$ cat config.mk
export PLATFORM = sky130hd
export DESIGN_NAME = vga_timing_gen
export DESIGN_NICKNAME = d
export VERILOG_FILES = /design/src/rtl/vga_timing_pkg.sv /design/src/rtl/vga_axis_counter.sv /design/src/rtl/vga_timing_gen.sv
export SDC_FILE = /design/constraint.sdc
export NUM_CORES = 1
export LEC_CHECK = 0
export ABC_AREA = 1
export BUFFER_PORTS_ARGS = -buffer_cell sky130_fd_sc_hd__clkbuf_2
export CAP_MARGIN = 40
export CORE_ASPECT_RATIO = 0.75
export CORE_MARGIN = 2
export CORE_UTILIZATION = 51
export DETAILED_ROUTE_END_ITERATION = 6
export PLACE_DENSITY_LB_ADDON = 0.3
export SYNTH_ARGS = -nofsm -noshare
export SYNTH_HDL_FRONTEND = slang
export SYNTH_SLANG_ARGS = --single-unit
export TNS_END_PERCENT = 20
$ cat constraint.sdc
create_clock -name clk -period 1.7 [get_ports clk]
set_input_delay 0.34 -clock clk [delete_from_list [all_inputs] [get_ports clk]]
set_output_delay 0.34 -clock clk [all_outputs]
set_load 0.01 [all_outputs]
$ cat src/rtl/vga_timing_pkg.sv
// ============================================================================
// Module : vga_timing_pkg
// Brief  : Shared VGA timing constants, phase encoding and position helper.
// Rev    : 1.0 - initial release
// ============================================================================
`default_nettype none

package vga_timing_pkg;

    localparam int c_POS_W    = 10;

    localparam int c_H_ACTIVE = 640;
    localparam int c_H_FRONT  = 16;
    localparam int c_H_SYNC   = 96;
    localparam int c_H_BACK   = 48;
    localparam int c_H_TOTAL  = c_H_ACTIVE + c_H_FRONT + c_H_SYNC + c_H_BACK;

    localparam int c_V_ACTIVE = 480;
    localparam int c_V_FRONT  = 10;
    localparam int c_V_SYNC   = 2;
    localparam int c_V_BACK   = 33;
    localparam int c_V_TOTAL  = c_V_ACTIVE + c_V_FRONT + c_V_SYNC + c_V_BACK;

    typedef enum logic [1:0] {
        PH_ACTIVE = 2'd0,
        PH_FRONT  = 2'd1,
        PH_SYNC   = 2'd2,
        PH_BACK   = 2'd3
    } phase_t;

    // Increment with wrap at i_last; the sum never leaves 10 bits.
    function automatic logic [c_POS_W-1:0] f_wrap_inc(
        input logic [c_POS_W-1:0] i_pos,
        input logic [c_POS_W-1:0] i_last
    );
        return (i_pos == i_last) ? '0 : i_pos + 10'd1;
    endfunction

endpackage

`default_nettype wire

$ cat src/rtl/vga_axis_counter.sv
// ============================================================================
// Module : vga_axis_counter
// Brief  : One timing axis - position counter, phase FSM, registered sync.
// Rev    : 1.0 - initial release
// ============================================================================
`default_nettype none

module vga_axis_counter
    import vga_timing_pkg::*;
#(
    parameter int   ACTIVE   = c_H_ACTIVE,
    parameter int   FRONT    = c_H_FRONT,
    parameter int   SYNC     = c_H_SYNC,
    parameter int   BACK     = c_H_BACK,
    parameter logic SYNC_POL = 1'b0
) (
    input  logic               clk,
    input  logic               rst_n,
    input  logic               i_advance,
    output logic [c_POS_W-1:0] o_pos,
    output phase_t             o_phase_nxt,
    output logic               o_sync,
    output logic               o_wrap
);

    localparam logic [c_POS_W-1:0] c_ACT_LAST   = c_POS_W'(ACTIVE - 1);
    localparam logic [c_POS_W-1:0] c_FRONT_LAST = c_POS_W'(ACTIVE + FRONT - 1);
    localparam logic [c_POS_W-1:0] c_SYNC_LAST  = c_POS_W'(ACTIVE + FRONT + SYNC - 1);
    localparam logic [c_POS_W-1:0] c_LAST       = c_POS_W'(ACTIVE + FRONT + SYNC + BACK - 1);

    logic [c_POS_W-1:0] r_pos;
    logic [c_POS_W-1:0] w_pos_nxt;
    phase_t             r_state;
    phase_t             w_state_nxt;
    logic               r_sync;

    always_ff @(posedge clk or negedge rst_n) begin
        if (!rst_n) begin
            r_pos   <= c_LAST;
            r_state <= PH_BACK;
            r_sync  <= ~SYNC_POL;
        end else begin
            r_pos   <= w_pos_nxt;
            r_state <= w_state_nxt;
            // Decoded from the next phase so sync lines up with the new position.
            r_sync  <= (w_state_nxt == PH_SYNC) ? SYNC_POL : ~SYNC_POL;
        end
    end

    always_comb begin
        w_pos_nxt   = r_pos;
        w_state_nxt = r_state;
        if (i_advance) begin
            w_pos_nxt = f_wrap_inc(r_pos, c_LAST);
            case (r_state)
                PH_ACTIVE: if (r_pos == c_ACT_LAST)   w_state_nxt = PH_FRONT;
                PH_FRONT:  if (r_pos == c_FRONT_LAST) w_state_nxt = PH_SYNC;
                PH_SYNC:   if (r_pos == c_SYNC_LAST)  w_state_nxt = PH_BACK;
                PH_BACK:   if (r_pos == c_LAST)       w_state_nxt = PH_ACTIVE;
            endcase
        end
    end

    assign o_pos       = r_pos;
    assign o_phase_nxt = w_state_nxt;
    assign o_sync      = r_sync;
    assign o_wrap      = (r_pos == c_LAST);

endmodule

`default_nettype wire

$ cat src/rtl/vga_timing_gen.sv
// ============================================================================
// Module : vga_timing_gen
// Brief  : VGA raster timebase with registered syncs, strobes and frame count.
// Rev    : 1.0 - initial release
// ============================================================================
`default_nettype none

module vga_timing_gen
    import vga_timing_pkg::*;
#(
    parameter int   H_ACTIVE = c_H_ACTIVE,
    parameter int   H_FRONT  = c_H_FRONT,
    parameter int   H_SYNC   = c_H_SYNC,
    parameter int   H_BACK   = c_H_BACK,
    parameter int   V_ACTIVE = c_V_ACTIVE,
    parameter int   V_FRONT  = c_V_FRONT,
    parameter int   V_SYNC   = c_V_SYNC,
    parameter int   V_BACK   = c_V_BACK,
    parameter logic SYNC_POL = 1'b0
) (
    input  logic               clk,
    input  logic               rst_n,
    input  logic               ce,
    output logic               hsync,
    output logic               vsync,
    output logic               display_on,
    output logic [c_POS_W-1:0] hpos,
    output logic [c_POS_W-1:0] vpos,
    output logic               line_start,
    output logic               frame_start,
    output logic [7:0]         frame_count
);

    phase_t w_h_phase_nxt;
    phase_t w_v_phase_nxt;
    logic   w_h_wrap;
    logic   w_v_wrap;
    logic   w_v_adv;

    logic       r_display_on;
    logic       r_line_start;
    logic       r_frame_start;
    logic [7:0] r_frame_count;

    assign w_v_adv = w_h_wrap & ce;

    vga_axis_counter #(
        .ACTIVE   (H_ACTIVE),
        .FRONT    (H_FRONT),
        .SYNC     (H_SYNC),
        .BACK     (H_BACK),
        .SYNC_POL (SYNC_POL)
    ) u_h_axis (
        .clk         (clk),
        .rst_n       (rst_n),
        .i_advance   (ce),
        .o_pos       (hpos),
        .o_phase_nxt (w_h_phase_nxt),
        .o_sync      (hsync),
        .o_wrap      (w_h_wrap)
    );

    vga_axis_counter #(
        .ACTIVE   (V_ACTIVE),
        .FRONT    (V_FRONT),
        .SYNC     (V_SYNC),
        .BACK     (V_BACK),
        .SYNC_POL (SYNC_POL)
    ) u_v_axis (
        .clk         (clk),
        .rst_n       (rst_n),
        .i_advance   (w_v_adv),
        .o_pos       (vpos),
        .o_phase_nxt (w_v_phase_nxt),
        .o_sync      (vsync),
        .o_wrap      (w_v_wrap)
    );

    // Next-phase inputs already hold when ce=0, so display_on holds too.
    always_ff @(posedge clk or negedge rst_n) begin
        if (!rst_n) begin
            r_display_on  <= 1'b0;
            r_line_start  <= 1'b0;
            r_frame_start <= 1'b0;
            r_frame_count <= 8'd0;
        end else begin
            r_display_on  <= (w_h_phase_nxt == PH_ACTIVE) && (w_v_phase_nxt == PH_ACTIVE);
            r_line_start  <= ce & w_h_wrap;
            r_frame_start <= ce & w_h_wrap & w_v_wrap;
            if (ce && w_h_wrap && w_v_wrap) begin
                r_frame_count <= r_frame_count + 8'd1;
            end
        end
    end

    assign display_on  = r_display_on;
    assign line_start  = r_line_start;
    assign frame_start = r_frame_start;
    assign frame_count = r_frame_count;

endmodule

`default_nettype wire

==> results of run 1 <==
critical path: cells and delay by family, from the launching register on:
family | cells | cell delay, ns
AND/OR/NAND/NOR | 5 | 0.60
flip-flops | 1 | 0.56
buffers and inverters | 2 | 0.25
adder cells (fa/ha/maj) | 1 | 0.15
layer usage:
layer | part of all wire (%) | vias up
met5 | 0 | -
met4 | 1.2 | 0
li1 | - | 1054
met1 | 49 | 960
met3 | 6.4 | 7
met2 | 43 | 58
cell type report:
type                       instances  area, um^2  share of cell area [%]
timing repair buffer              64         409                    14.4
clock inverter                     1        5.00                   0.176
clock buffer                       7        96.3                    3.38
sequential                        37         946                    33.2
multi-input combinational        202        1150                    40.3
inverter                          46         176                    6.19
tap                               55        68.8                    2.41
metrics by stage:
step	instance area (um^2)	power (mW)	hold slack, ns	worst slack [ns]
final	2850	3.34	-0.00347	0.0228
after global routing	2850	3.56	0.0424	-0.0610
after CTS	2710	3.20	0.0171	-0.0344
after detailed placement	2610	2.51	0.329	-0.0523
after global placement	2610	2.49	0.321	-0.0154
after floorplan	2210	2.03	0.0444	0.00978
repair_timing:
item | in CTS | in global routing
gates cloned | 0 | 1
setup buffers | 0 | 5
pin swaps | 2 | 5
setup endpoints to repair | 16 | 24
resized for setup | 2 | 23
worst paths after layout:
path | slack [ns] | end
max | 0.02 | u_v_axis.o_pos[5]
min | -0.003 | line_start
max reg2reg | 0.02 | u_v_axis.o_pos[5]
min reg2reg | 0.52 | frame_count[7]
max in group asynchronous | 1.15 | u_h_axis.o_pos[0]
min in group clk | 0.43 | u_h_axis.o_pos[9]
power by group:
group	internal, mW	switching [mW]	total, mW
sequential	1.12	0.210	1.33
combinational	0.556	0.768	1.32
clock	0.366	0.315	0.681
kinds of logic after synthesis:
family,after synthesis,share of synthesized area [%]
simple gates,171,37.4
buf+inv,51,9.79
flops,37,42.8
compound gates,16,3.62
xor+xnor,9,3.57
fa+ha+maj,5,2.83
state kept, by name (all words and copies together), names as in the netlist:
name and count:
u_h_axis.r_state 2, line_start 1, frame_count 8, u_h_axis.o_sync 1, u_v_axis.r_state 2, u_h_axis.o_pos 10, frame_start 1, display_on 1
u_v_axis.o_pos 10, u_v_axis.o_sync 1
cells in the final DEF, fill, tap and decap left out, types with 10 or more instances in the layout:
cell	n
nor2_1	26
nor3_1	10
dfstp_2	16
nand2_1	78
clkbuf_2	35
nand4_1	10
dfrtp_1	21
nand3_1	23
buf_4	27
inv_1	37
==> metrics.md, run 1 <==
| Metric | Value |
|---|---|
| Run status | `finished with violations` |
| Violated checks | `hold timing` |
| Floorplan die width | `80.0 um` |
| Source of the worst register-to-register timing path | `u_h_axis.o_pos[0]` |
| # rows | `20` |
| Post-Synthesis Net Count | `297` |
| Count of flip-flops with a built-in enable after synthesis | `0` |
| Share of post-route cells with drive strength above 1 | `34.2%` |
| Normalized max-slew margin | `67.5%` |
| Total negative slack for setup checks | `0 ns` |
| Max-cap violations | `0` |
| CTS tree | `built` |
| Number of storage elements in the synthesis netlist | `37` |
| Async SR Flop Fraction | `100%` |
| RSZ-0062 raised after global routing | `yes` |
| Max H-tree Level | `2` |
| R2r worst-path depth | `8` |
| Post-Synthesis Cell Area | `2210 um^2` |
| Arrival time reported for the critical path endpoint | `1.86 ns` |
| Cell leakage power | `1.52 nW` |
| Ys Warns | `0` |
| Core footprint | `4100 um^2` |
| Share of the clock period used by the worst path | `98.7%` |
| Total congestion overflow after global routing | `0` |
| Pre-Repair DR Iteration Count | `4` |
| Slowest Stage Delay on Critical Path | `0.56 ns` |
| Inst Count DP | `398` |
| # DRC | `0` |
| Clock slew at reported path FFs | `0.07 ns` |
| Remaining antenna violation count | `0` |
| Synth Area per Inst | `7.65 um^2` |
| Final Core Density | `69.5%` |
| Met2 Track Usage GR | `34.0%` |
| Clock tree sinks | `37` |
| Starting utilization of the core area | `53.9%` |
| Global routing's busiest layer | `met2` |
| Synth top area share | `23.8%` |
| Clock buffers created by TritonCTS | `5` |
| Most common cell in the netlist | `nand2_1` |
| Placer congestion estimate | `0.862` |
| Final Skew | `0.00570 ns` |
| Top post-synthesis cells by area | `dfrtp_1 (24%), dfstp_2 (19%), nand2_1 (13%)` |
| Antenna diode instance count | `0` |
| GR Util met1 | `33.6%` |
| Max frequency | `596 MHz` |
| Detailed placement HPWL | `3770 um` |
| Fraction of the yosys area taken by sequential cells | `42.8%` |
| Ranking of synthesized cells by instance count | `nand2_1 (79), inv_1 (41), nor2_1 (28), nand3_1 (26), dfrtp_1 (21)` |
| DR vias | `2079` |
| Most used flip-flop cell after synthesis | `dfrtp_1` |
| Library cell with the largest summed area after synthesis | `dfrtp_1` |
| Endpoint type of the worst setup path | `flip-flop` |
| Maximum VDD drop | `651 uV` |
| Average vias per placed instance | `5.05` |
| Root buffer cell | `clkbuf_8` |
| IO Count | `36` |
| Worst EP required | `1.89 ns` |
| Number of hold-slack violations in the final timing report | `9` |
| Die area | `4880 um^2` |
| Synthesis-to-finish area growth | `28.9%` |
| Critical path peak fanout | `5` |
| Critical path startpoint category | `flip-flop` |
| Post-CTS Hold Fix Bufs | `0` |
| Die span in y | `61.0 um` |
| Worst path cell trace | `ha_4 -> nand3_4 -> inv_4 -> nand2_4 -> nor2_8 -> nand2_8 -> buf_4 -> and3_1` |
| Critical path class | `flip-flop to flip-flop` |
| Slew at the pin with the worst max-slew slack | `0.488 ns` |
| IO Port Bufs | `35` |
| Clock network latency to the later pin of the worst-skew pair | `0.29 ns` |
| Crit path from | `u_h_axis.o_pos[0]` |
| Number of buffers on the longest clock path | `2` |
| Met3 GRT Util | `4.55%` |
| Maximum number of pins on one net before global-route repair | `20` |
| Class of the tightest hold or removal check | `primary input to asynchronous set/reset pin` |
| WL final | `5140 um` |
| Power Density | `1170 nW/um^2` |
| Count of non-filler cells in the finished layout | `412` |
| Worst hold slack | `-0.00347 ns` |
| Fill count | `338` |
| Synth cell types | `29` |
| Initial antenna violation count | `0` |
| Routed length per placed instance | `12.5 um` |
| First-pass GRT wire length | `8420 um` |
| Total of endpoints with negative setup slack in the final report | `0` |
| Cell count after synthesis | `289` |
| Worst path slowest cell | `dfstp_2` |
| Number of DRC markers in iteration 0 | `225` |
| Final Slew Violations | `0` |
| Clock period minus final worst setup slack | `1.68 ns` |
| Tot GR Track Use | `22.7%` |
| Vias in the first global route | `1823` |
| Final Net Count | `364` |
Note: power is estimated with default switching activity, not from simulation.
==> inputs of run 2 (changes only) <==
--- a/config.mk
+++ b/config.mk
@@ -12,7 +12,7 @@
 export CORE_MARGIN = 2
 export CORE_UTILIZATION = 51
 export DETAILED_ROUTE_END_ITERATION = 6
-export PLACE_DENSITY_LB_ADDON = 0.3
+export PLACE_DENSITY = 0.86
 export SYNTH_ARGS = -nofsm -noshare
 export SYNTH_HDL_FRONTEND = slang
 export SYNTH_SLANG_ARGS = --single-unit
==> run 2 against run 1 <==
The run ends with setup timing left. Maximum frequency is 1.4% lower. Clock skew grew 0.00060 ns. Critical path depth is 1 higher. Final cell count is 0.24% lower. First-iteration DRC count increased by 12%. Setup slack worse by 0.023 ns. Register-to-register slack worse by 0.02 ns. Cell area down 1.1%. Global-route usage is 0.72 points higher. Sequential share of layout area grew 0.35 points. Routed wire length increased by 5.5%. Combinational power about the same. Critical endpoint is now frame_count[4].
==> metrics.md, run 2 (synthesized netlist as in run 1, its figures left out) <==
| Metric | Value |
|---|---|
| Max-cap violations | `0 (unchanged)` |
| Endpoint type of the worst setup path | `flip-flop` |
| Total congestion overflow after global routing | `0 (unchanged)` |
| Number of buffers on the longest clock path | `2 (unchanged)` |
| RSZ-0062 raised after global routing | `yes` |
| Placer congestion estimate | `0.890 (+3.2%)` |
| Area taken by multi-input logic gates | `1160 um^2 (+0.76%)` |
| Critical path class | `flip-flop to flip-flop` |
| Power Density | `1150 nW/um^2 (-1.4%)` |
| Max H-tree Level | `2 (unchanged)` |
| Run status | `finished with violations` |
| Routed length per placed instance | `13.2 um (+5.8%)` |
| Initial antenna violation count | `0 (unchanged)` |
| Floorplan die width | `80.0 um (unchanged)` |
| Clock slew at reported path FFs | `0.08 ns (about the same)` |
| Tot GR Track Use | `23.4% (+0.72 points)` |
| Final Net Count | `363 (-0.27%)` |
| Remaining antenna violation count | `0 (unchanged)` |
| IO Count | `36 (unchanged)` |
| Final Core Density | `68.7% (-0.73 points)` |
| Clock tree sinks | `37 (unchanged)` |
| Post-CTS Hold Fix Bufs | `0 (unchanged)` |
| Worst hold slack | `0.0798 ns (+0.0832 ns)` |
| # DRC | `0 (unchanged)` |
| Slowest Stage Delay on Critical Path | `0.57 ns (about the same)` |
| Inst Count DP | `397 (-0.25%)` |
| Total of endpoints with negative setup slack in the final report | `2 (+2)` |
| Core footprint | `4100 um^2 (unchanged)` |
| First-pass GRT wire length | `8710 um (+3.4%)` |
| Antenna diode instance count | `0 (unchanged)` |
| Fill count | `326 (-3.6%)` |
| Starting utilization of the core area | `53.9% (unchanged)` |
| Pre-Repair DR Iteration Count | `5 (+1)` |
| Total negative slack for setup checks | `-0.000900 ns (-0.000900 ns)` |
| Die span in y | `61.0 um (unchanged)` |
| Critical path startpoint category | `flip-flop` |
| Post-route setup slack | `-0.000609 ns (-0.0234 ns)` |
| Final Skew | `0.00630 ns (+0.000603 ns)` |
| Violated checks | `setup timing` |
| Arrival time reported for the critical path endpoint | `1.87 ns (about the same)` |
| Maximum VDD drop | `581 uV (-11%)` |
| Final Total Pwr | `3.26 mW (-2.5%)` |
| Max frequency | `588 MHz (-1.4%)` |
| Number of DRC markers in iteration 0 | `251 (+12%)` |
| Class of the tightest hold or removal check | `primary input to asynchronous set/reset pin` |
| Average vias per placed instance | `5.14 (+1.9%)` |
| Critical path peak fanout | `5 (unchanged)` |
| Leading cell types in the layout, fill and taps excluded | `nand2_1 (78), inv_1 (40), clkbuf_2 (35)` |
| Final Slew Violations | `0 (unchanged)` |
| Share of post-route cells with drive strength above 1 | `33.1% (-1.0 points)` |
| Synthesis-to-finish area growth | `27.6%` |
| Count of non-filler cells in the finished layout | `411 (-0.24%)` |
| Sequential cell area | `946 um^2 (unchanged)` |
| Clock buffers created by TritonCTS | `5 (unchanged)` |
| Die area | `4880 um^2 (unchanged)` |
| Worst path cell trace | `ha_4 -> nand3_4 -> inv_4 -> nand2_8 -> nor2_8 -> nand2_4 -> nor2_4 -> nand2_2 -> xnor2_2` |
| Most common cell after layout, fill and taps aside | `nand2_1` |
| Detailed placement HPWL | `3710 um (-1.7%)` |
| Number of hold-slack violations in the final timing report | `0 (-9)` |
| DR vias | `2114 (+1.7%)` |
| WL final | `5420 um (+5.5%)` |
| # rows | `20 (unchanged)` |
| Vias in the first global route | `1969 (+8.0%)` |
| Share of the clock period used by the worst path | `100% (+1.4 points)` |
| Maximum number of pins on one net before global-route repair | `38 (+90%)` |
| Root buffer cell | `clkbuf_8` |
| Worst path slowest cell | `dfstp_2` |
| Cell leakage power | `1.53 nW (+0.65%)` |
| Normalized max-slew margin | `68.9% (+1.4 points)` |
| IO Port Bufs | `35 (unchanged)` |
| Worst EP required | `1.87 ns (-0.02 ns)` |
| Slew at the pin with the worst max-slew slack | `0.467 ns (-0.0207 ns)` |
| Clock period minus final worst setup slack | `1.70 ns (+0.0234 ns)` |
| CTS tree | `built` |
| Clock network latency to the later pin of the worst-skew pair | `0.29 ns (about the same)` |
-- run 2: cell types whose count changed in the layout (fill, tap and decap cells not counted), sizes merged --
cell    change
buf         -1
clkbuf      -1
clkinv      +1
-- run 2: critical path, delay by kind of cell (launching register included) --
kind	cells	cell delay, ns
xor+xnor	1	0.13
fa+ha+maj	1	0.15
buf+inv	1	0.11
flops	1	0.57
simple gates	6	0.62
-- run 2: cell type report --
cell class,count,area share [%]
Multi-Input combinational cell,202,41.0
Sequential cell,37,33.5
Timing Repair Buffer,63,13.8
Inverter,46,6.26
Clock buffer,6,2.57
Tap cell,55,2.44
Clock inverter,2,0.355
-- run 2: path summary, 6_finish.rpt --
check / start / to / slack (ns) / cells after the start
max in group asynchronous: rst_n / u_h_axis.o_pos[0] / 1.25 / 2
worst min-delay path: rst_n / frame_count[5] / 0.08 / 2
min in group clk: ce / u_h_axis.o_pos[9] / 0.46 / 3
worst max register to register: u_h_axis.o_pos[1] / frame_count[4] / -0.0006 / 9
worst min register to register: frame_count[2] / frame_count[2] / 0.54 / 1
worst max-delay path: u_h_axis.o_pos[1] / frame_count[4] / -0.0006 / 9
-- run 2: power by group --
group	internal, mW	total, mW	switching [mW]
logic	0.532	1.32	0.792
clock network	0.284	0.592	0.308
registers	1.12	1.34	0.215
total	1.94	3.26	1.32
-- run 2: metrics by stage --
stage,area [um^2],setup slack (ns)
after global routing,2820,-0.0877
after detailed placement,2580,-0.0494
after CTS,2760,0.0357
after global placement,2580,0.0169
after floorplan,2210,0.00978
final,2820,-0.000609
-- run 2: routing by layer --
layer / part of all wire [%] / global-route usage [%] / vias to the layer above
met2: 46 / 38.1 / 84
met4: 1.1 / 8.47 / 0
met1: 46 / 32.0 / 983
met5: 0 / 0 / -
li1: - / - / 1041
met3: 6.5 / 4.55 / 6
-- run 2: repair_timing --
action                                  4_1_cts  5_1_grt
cloned                                        1        0
buffers inserted                              4        1
endpoints found under the setup margin       13       15
gates resized for setup                      10       13
hold endpoints to repair                      0        0
pin swaps                                     5        4
